==> src/rtl/axi4_lite_slave_rw_scheduler.sv <==
// AXI4-Lite slave responder: one single-port register bank shared by the write and read
// channel groups. Each transfer waits a programmable delay, then arbitrates round-robin for the bank.
module axi4_lite_slave_rw_scheduler #(
    parameter int                       ADDRESS_WIDTH = 32,
    parameter int                       DATA_WIDTH    = 32,
    parameter int                       DELAY_WIDTH   = 5,
    parameter int                       MEM_DEPTH     = 16,
    parameter logic [ADDRESS_WIDTH-1:0] BASE_ADDR     = '0,
    parameter bit                       SECURE_ONLY   = 1'b0
) (
    input  logic                      aclk,
    input  logic                      aresetn,
    input  logic [ADDRESS_WIDTH-1:0]  awaddr,
    input  logic [2:0]                awprot,
    input  logic                      awvalid,
    output logic                      awready,
    input  logic [DATA_WIDTH-1:0]     wdata,
    input  logic [DATA_WIDTH/8-1:0]   wstrb,
    input  logic                      wvalid,
    output logic                      wready,
    output logic [1:0]                bresp,
    output logic                      bvalid,
    input  logic                      bready,
    input  logic [ADDRESS_WIDTH-1:0]  araddr,
    input  logic [2:0]                arprot,
    input  logic                      arvalid,
    output logic                      arready,
    output logic [DATA_WIDTH-1:0]     rdata,
    output logic [1:0]                rresp,
    output logic                      rvalid,
    input  logic                      rready,
    input  logic [DELAY_WIDTH-1:0]    readyDelay
);

    localparam int STRB_WIDTH = DATA_WIDTH / 8;
    localparam int ADDR_LSB   = $clog2(STRB_WIDTH);
    localparam int IDX_W      = (MEM_DEPTH > 1) ? $clog2(MEM_DEPTH) : 1;

    localparam logic [2:0] ST_IDLE   = 3'd0;
    localparam logic [2:0] ST_DELAY  = 3'd1;
    localparam logic [2:0] ST_REQ    = 3'd2;
    localparam logic [2:0] ST_ACCEPT = 3'd3;
    localparam logic [2:0] ST_RESP   = 3'd4;

    localparam logic [1:0] RESP_OKAY   = 2'b00;
    localparam logic [1:0] RESP_SLVERR = 2'b10;

    logic [2:0]             wr_state, rd_state;
    logic [DELAY_WIDTH-1:0] wr_count, rd_count;
    logic                   rr_ptr;
    logic                   wr_req, rd_req, wr_grant, rd_grant;
    logic                   wr_ok, rd_ok;
    logic [IDX_W-1:0]       wr_idx, rd_idx;
    logic [DATA_WIDTH-1:0]  bank [MEM_DEPTH];
    logic                   unused_prot;

    function automatic logic decode_ok(input logic [ADDRESS_WIDTH-1:0] addr, input logic nonsecure);
        logic [ADDRESS_WIDTH-1:0] offset;
        offset    = addr - BASE_ADDR;
        decode_ok = (addr >= BASE_ADDR) &&
                    ((offset >> ADDR_LSB) < ADDRESS_WIDTH'(MEM_DEPTH)) &&
                    !(SECURE_ONLY && nonsecure);
    endfunction

    function automatic logic [IDX_W-1:0] decode_index(input logic [ADDRESS_WIDTH-1:0] addr);
        logic [ADDRESS_WIDTH-1:0] offset;
        offset       = addr - BASE_ADDR;
        decode_index = IDX_W'(offset >> ADDR_LSB);
    endfunction

    assign wr_ok       = decode_ok(awaddr, awprot[1]);
    assign rd_ok       = decode_ok(araddr, arprot[1]);
    assign wr_idx      = decode_index(awaddr);
    assign rd_idx      = decode_index(araddr);
    assign unused_prot = ^{awprot[2], awprot[0], arprot[2], arprot[0]};

    assign awready = (wr_state == ST_ACCEPT);
    assign wready  = (wr_state == ST_ACCEPT);
    assign bvalid  = (wr_state == ST_RESP);
    assign arready = (rd_state == ST_ACCEPT);
    assign rvalid  = (rd_state == ST_RESP);

    // Requests drop out as soon as the master withdraws valid, so a grant never lands on a stale request.
    assign wr_req = (wr_state == ST_REQ) && awvalid && wvalid;
    assign rd_req = (rd_state == ST_REQ) && arvalid;

    always_comb begin
        wr_grant = 1'b0;
        rd_grant = 1'b0;
        if (wr_req && (!rd_req || !rr_ptr)) begin
            wr_grant = 1'b1;
        end else if (rd_req) begin
            rd_grant = 1'b1;
        end
    end

    always_ff @(posedge aclk or negedge aresetn) begin
        if (!aresetn) begin
            rr_ptr <= 1'b0;
        end else if (wr_grant) begin
            rr_ptr <= 1'b1;
        end else if (rd_grant) begin
            rr_ptr <= 1'b0;
        end
    end

    always_ff @(posedge aclk or negedge aresetn) begin
        if (!aresetn) begin
            wr_state <= ST_IDLE;
            wr_count <= '0;
            bresp    <= RESP_OKAY;
        end else begin
            case (wr_state)
                ST_IDLE: if (awvalid && wvalid) begin
                    if (readyDelay != '0) begin
                        wr_state <= ST_DELAY;
                        wr_count <= readyDelay;
                    end else begin
                        wr_state <= ST_REQ;
                    end
                end
                ST_DELAY: begin
                    if (!(awvalid && wvalid))            wr_state <= ST_IDLE;
                    else if (wr_count == DELAY_WIDTH'(1)) wr_state <= ST_REQ;
                    else                                  wr_count <= wr_count - 1'b1;
                end
                ST_REQ: begin
                    if (!(awvalid && wvalid)) wr_state <= ST_IDLE;
                    else if (wr_grant)        wr_state <= ST_ACCEPT;
                end
                ST_ACCEPT: begin
                    wr_state <= ST_RESP;
                    bresp    <= wr_ok ? RESP_OKAY : RESP_SLVERR;
                end
                ST_RESP: if (bready) wr_state <= ST_IDLE;
                default: wr_state <= ST_IDLE;
            endcase
        end
    end

    always_ff @(posedge aclk or negedge aresetn) begin
        if (!aresetn) begin
            rd_state <= ST_IDLE;
            rd_count <= '0;
            rdata    <= '0;
            rresp    <= RESP_OKAY;
        end else begin
            case (rd_state)
                ST_IDLE: if (arvalid) begin
                    if (readyDelay != '0) begin
                        rd_state <= ST_DELAY;
                        rd_count <= readyDelay;
                    end else begin
                        rd_state <= ST_REQ;
                    end
                end
                ST_DELAY: begin
                    if (!arvalid)                         rd_state <= ST_IDLE;
                    else if (rd_count == DELAY_WIDTH'(1)) rd_state <= ST_REQ;
                    else                                  rd_count <= rd_count - 1'b1;
                end
                ST_REQ: begin
                    if (!arvalid)      rd_state <= ST_IDLE;
                    else if (rd_grant) rd_state <= ST_ACCEPT;
                end
                ST_ACCEPT: begin
                    rd_state <= ST_RESP;
                    rdata    <= rd_ok ? bank[rd_idx] : '0;
                    rresp    <= rd_ok ? RESP_OKAY : RESP_SLVERR;
                end
                ST_RESP: if (rready) rd_state <= ST_IDLE;
                default: rd_state <= ST_IDLE;
            endcase
        end
    end

    // Only one side can be in ACCEPT at a time, so the bank never sees a read and write together.
    always_ff @(posedge aclk or negedge aresetn) begin
        if (!aresetn) begin
            for (int i = 0; i < MEM_DEPTH; i++) begin
                bank[i] <= '0;
            end
        end else if (wr_state == ST_ACCEPT && wr_ok) begin
            for (int b = 0; b < STRB_WIDTH; b++) begin
                if (wstrb[b]) begin
                    bank[wr_idx][8*b +: 8] <= wdata[8*b +: 8];
                end
            end
        end
    end

endmodule

==> config.mk <==
export PLATFORM = sky130hd
export DESIGN_NAME = axi4_lite_slave_rw_scheduler
export DESIGN_NICKNAME = d
export VERILOG_FILES = /design/src/rtl/axi4_lite_slave_rw_scheduler.sv
export SDC_FILE = /design/constraint.sdc
export NUM_CORES = 1
export LEC_CHECK = 0
export CAP_MARGIN = 25
export CELL_PAD_IN_SITES_DETAIL_PLACEMENT = 0
export CELL_PAD_IN_SITES_GLOBAL_PLACEMENT = 1
export CORE_ASPECT_RATIO = 0.7
export CORE_MARGIN = 3
export CORE_UTILIZATION = 35
export CTS_CLUSTER_SIZE = 20
export DETAILED_ROUTE_END_ITERATION = 10
export GPL_TIMING_DRIVEN = 1
export PLACE_DENSITY_LB_ADDON = 0.25
export SYNTH_ARGS = -nofsm -noshare
export SYNTH_HDL_FRONTEND = slang
export SYNTH_SLANG_ARGS = --single-unit
==> constraint.sdc <==
create_clock -name aclk -period 3.45 [get_ports aclk]
set_input_delay 0.8625 -clock aclk [delete_from_list [all_inputs] [get_ports aclk]]
set_output_delay 0.8625 -clock aclk [all_outputs]
set_load 0.1 [all_outputs]
==> implementation parameters <==
Parameter                              Value

Run status
  Result of the run ... finished clean

Critical path
  Worst reg2reg setup slack ... 1.01 ns
  Capturing point of the worst reg2reg path ... bank[23]
  Required arrival time at the worst endpoint ... 2.59 ns
  Critical path data arrival time ... 2.12 ns
  Critical-path cell list ... inv_1, or3_2, inv_1, buf_12
  Most used cell, CP ... inv_1
  Worst R2R Start ... wr_state[0]
  Library cell contributing the largest single delay on the critical path ... dfrtp_1
  Category of the critical setup timing path ... flip-flop to output port
  Worst Reg2Reg Path Length in Cells ... 7
  Max Fanout on Critical Path ... 11
  Type of element launching the critical path ... flip-flop
  Max stage delay on crit path ... 0.51 ns
  Capturing element type of the critical path ... output port

GRT
  Via count of the first global-routing pass ... 16,800
  Pin count of the biggest net entering global routing ... 80
  Total global routing track utilization ... 17.5%
  Number of antenna violations at the first check in global routing ... 5
  Global-route wire length before repair ... 106,000 um
  Leftover overflow at the end of global routing ... 0

Synthesis
  Post-synth top area share ... 53.3%
  Synth Flop Type ... dfrtp_1
  Number of synthesized register bits ... 563
  Number of distinct library cell variants in the gate-level netlist after synthesis ... 53
  Number of enable flip-flop cells after synthesis ... 0
  Share of synthesized area occupied by flip-flops and latches ... 53.3%
  Post-Syn Instances ... 1,662
  Warnings from Yosys ... 0
  Asr flop ratio synth ... 100%
  Largest area contributor in the synthesized netlist ... dfrtp_1
  Post-synth design cell area ... 0.0264 mm2
  Top cells by area in the synthesized netlist ... dfrtp_1 53%, mux2_2 22%, mux4_2 11%
  Mean instance size in the synthesized netlist ... 15.9 um2

Clock tree
  Clock latency on the worst-skew pair ... 0.62 ns
  Count of clock tree sinks ... 563
  Clock transition time at the flip-flop clock pins of the worst setup and hold paths ... 0.06 ns
  Depth of the CTS H-tree ... 2
  Clock tree from TritonCTS ... yes
  Cts hold-fix bufs ... 0
  Max Buffers Root-to-Sink ... 3
  Post-CTS sizing ... 0
  TritonCTS buffer count ... 56
  Post-CTS repair timing setup buffer count ... 0
  Library cell used as clock root buffer ... clkbuf_16

Pwr
  Proportion of power drawn by combinational gates ... 8.3%
  P_leak ... 0.0151 uW
  Portion of total power attributed to sequential cells ... 46.8%
  Pwr/cell area ... 446 mW/mm2
  Post-layout power ... 14,500 uW
  P_sw ... 3500 uW
  Internal power summed over all cells ... 11,000 uW
  Proportion of total power due to net switching ... 24.2%
  Highest ir drop seen on vdd ... 0.309 mV
  Share of power burned in the clock network ... 44.9%

Timing
  Max Freq ... 336 MHz
  Clock skew ... 0.0214 ns
  Aggregate negative setup slack ... 0 ns
  Setup repair after global routing missed its margin ... false
  Final period utilization ... 86.4%
  Max-Slew Margin vs Limit ... 33.4%
  Pins Over Slew Limit ... 0
  Final number of hold-violating endpoints ... 0
  Final Critical Period ... 2.98 ns
  Final setup fails ... 0
  Transition at the pin with the smallest max-transition slack ... 0.998 ns

Finish
  Fraction of layout cells with a size suffix above 1 ... 50.7%
  Number of nets in the layout ... 2,012
  Non-filler cells, final ... 2,911
  Area Overhead vs Synth ... 22.8%
  Core utilization of the finished layout ... 43.8%
  Most common cell after layout, fill and taps aside ... dfrtp_1
  Most frequent cells in the layout ... 563 x dfrtp_1, 515 x mux2_2, 128 x mux4_2, 104 x clkdlybuf4s50_1, 93 x buf_4

Route
  Detailed-routing iteration count for the pre-antenna-repair pass ... 5
  Average via count per standard cell ... 5.34
  Number of remaining DRC errors ... 0
  Routed wire length ... 68,300 um
  Vias after detailed routing ... 15,600
  Number of routed nets with antenna violations ... 0
  Violation count after the first detailed-route iteration ... 909
  Routed length per placed instance ... 23.5 um

Placement
  HPWL Detailed ... 44,500 um
  Cell Count Post-Placement ... 2,809
  Number of buffers inserted by port buffering ... 146
  Global placer's final weighted congestion ... 0.770

Job
  Number of maximum-capacitance violations ... 0

Min path
  Worst hold path class ... input port to async pin

Die
  I/O pin count ... 159
  Initial Util ... 35.7%
  Standard cell core area ... 0.0740 mm2
  DIE WIDTH ... 334 um
  Die ar. ... 0.0789 mm2
  FP Rows ... 83
  Die height ... 236 um
## cells in the mapped netlist (all sizes together) (2+ instances only)
cell type	count
nor4b	2
o21ai	7
or4	2
nand4	6
ha	4
nand3b	2
a22oi	63
or3	3
a41oi	4
nor3	5
buf	36
and2	3
clkbuf	71
mux4	128
a21oi	10
nand3	9
nand2	45
mux2i	2
inv	17
nor2	18
o22ai	2
a22o	32
dfrtp	563
o41ai	2
nor2b	7
nor4	78
mux2	515
nand2b	3
nor3b	3
and3	2
o22a	2
## stage by stage
step	cell area, um2	setup WS, ns	hold WS, ns
2_1_floorplan	26400	0.546	0.475
3_3_place_gp	30500	0.202	0.483
3_5_place_dp	30500	0.216	0.491
4_1_cts	32400	0.381	0.271
5_1_grt	32400	0.310	0.276
6_report	32400	0.470	0.270
## flip-flops by register name, indices dropped and copies added, names as in the netlist
signal    flops
bank        512
rdata        32
rd_count      5
wr_count      5
rd_state      3
wr_state      3
bresp         1
rr_ptr        1
rresp         1
## worst max-delay path, delay by kind of cell (launching register included)
kind / cells / cell delay, ns
flip-flops: 1 / 0.51
AND/OR/NAND/NOR: 1 / 0.50
buffers and inverters: 3 / 0.49
## cell families after synthesis
group           Yosys count  synth area share, %
compound gates          133                 3.84
flops                   563                 53.3
mux                     645                 32.9
fa+ha+maj                 4                0.189
simple gates            192                 7.61
other cells               1               0.0142
buf+inv                 124                 2.08
## metal layers
metal,track usage [%],part of all wire (%)
met5,0,0.047
met2,26.9,45
met1,25.7,49
met4,3.72,1.7
met3,3.28,4.2
## power groups by stage
stage	Sequential [uW]	Combinational [uW]	Clock [uW]
detailed placement	6890	1220	0
finish	6770	1200	6490
global route	6780	1310	6970
CTS	6770	1220	6710
floorplan	6900	624	0
global placement	6890	1200	0
## worst max-delay path by stage
stage	slack, ns	startpoint	end
finish	0.47	rd_state[0]	arready
global route	0.31	rd_state[0]	arready
CTS	0.38	rd_state[0]	arready
detailed placement	0.22	awaddr[8]	bank[23]
global placement	0.20	awaddr[8]	bank[52]
floorplan	0.55	wr_state[2]	bank[100]
## final cells by class
cell class | count | area, um2
fill | 6577 | 41600
sequential | 563 | 14100
multi-input combinational | 976 | 11800
timing repair buffer | 276 | 3300
clock buffer | 81 | 1630
tap | 977 | 1220
clock inverter | 19 | 314
inverter | 17 | 63.8
antenna | 2 | 5.00
Power figures use the tool's default switching activity.
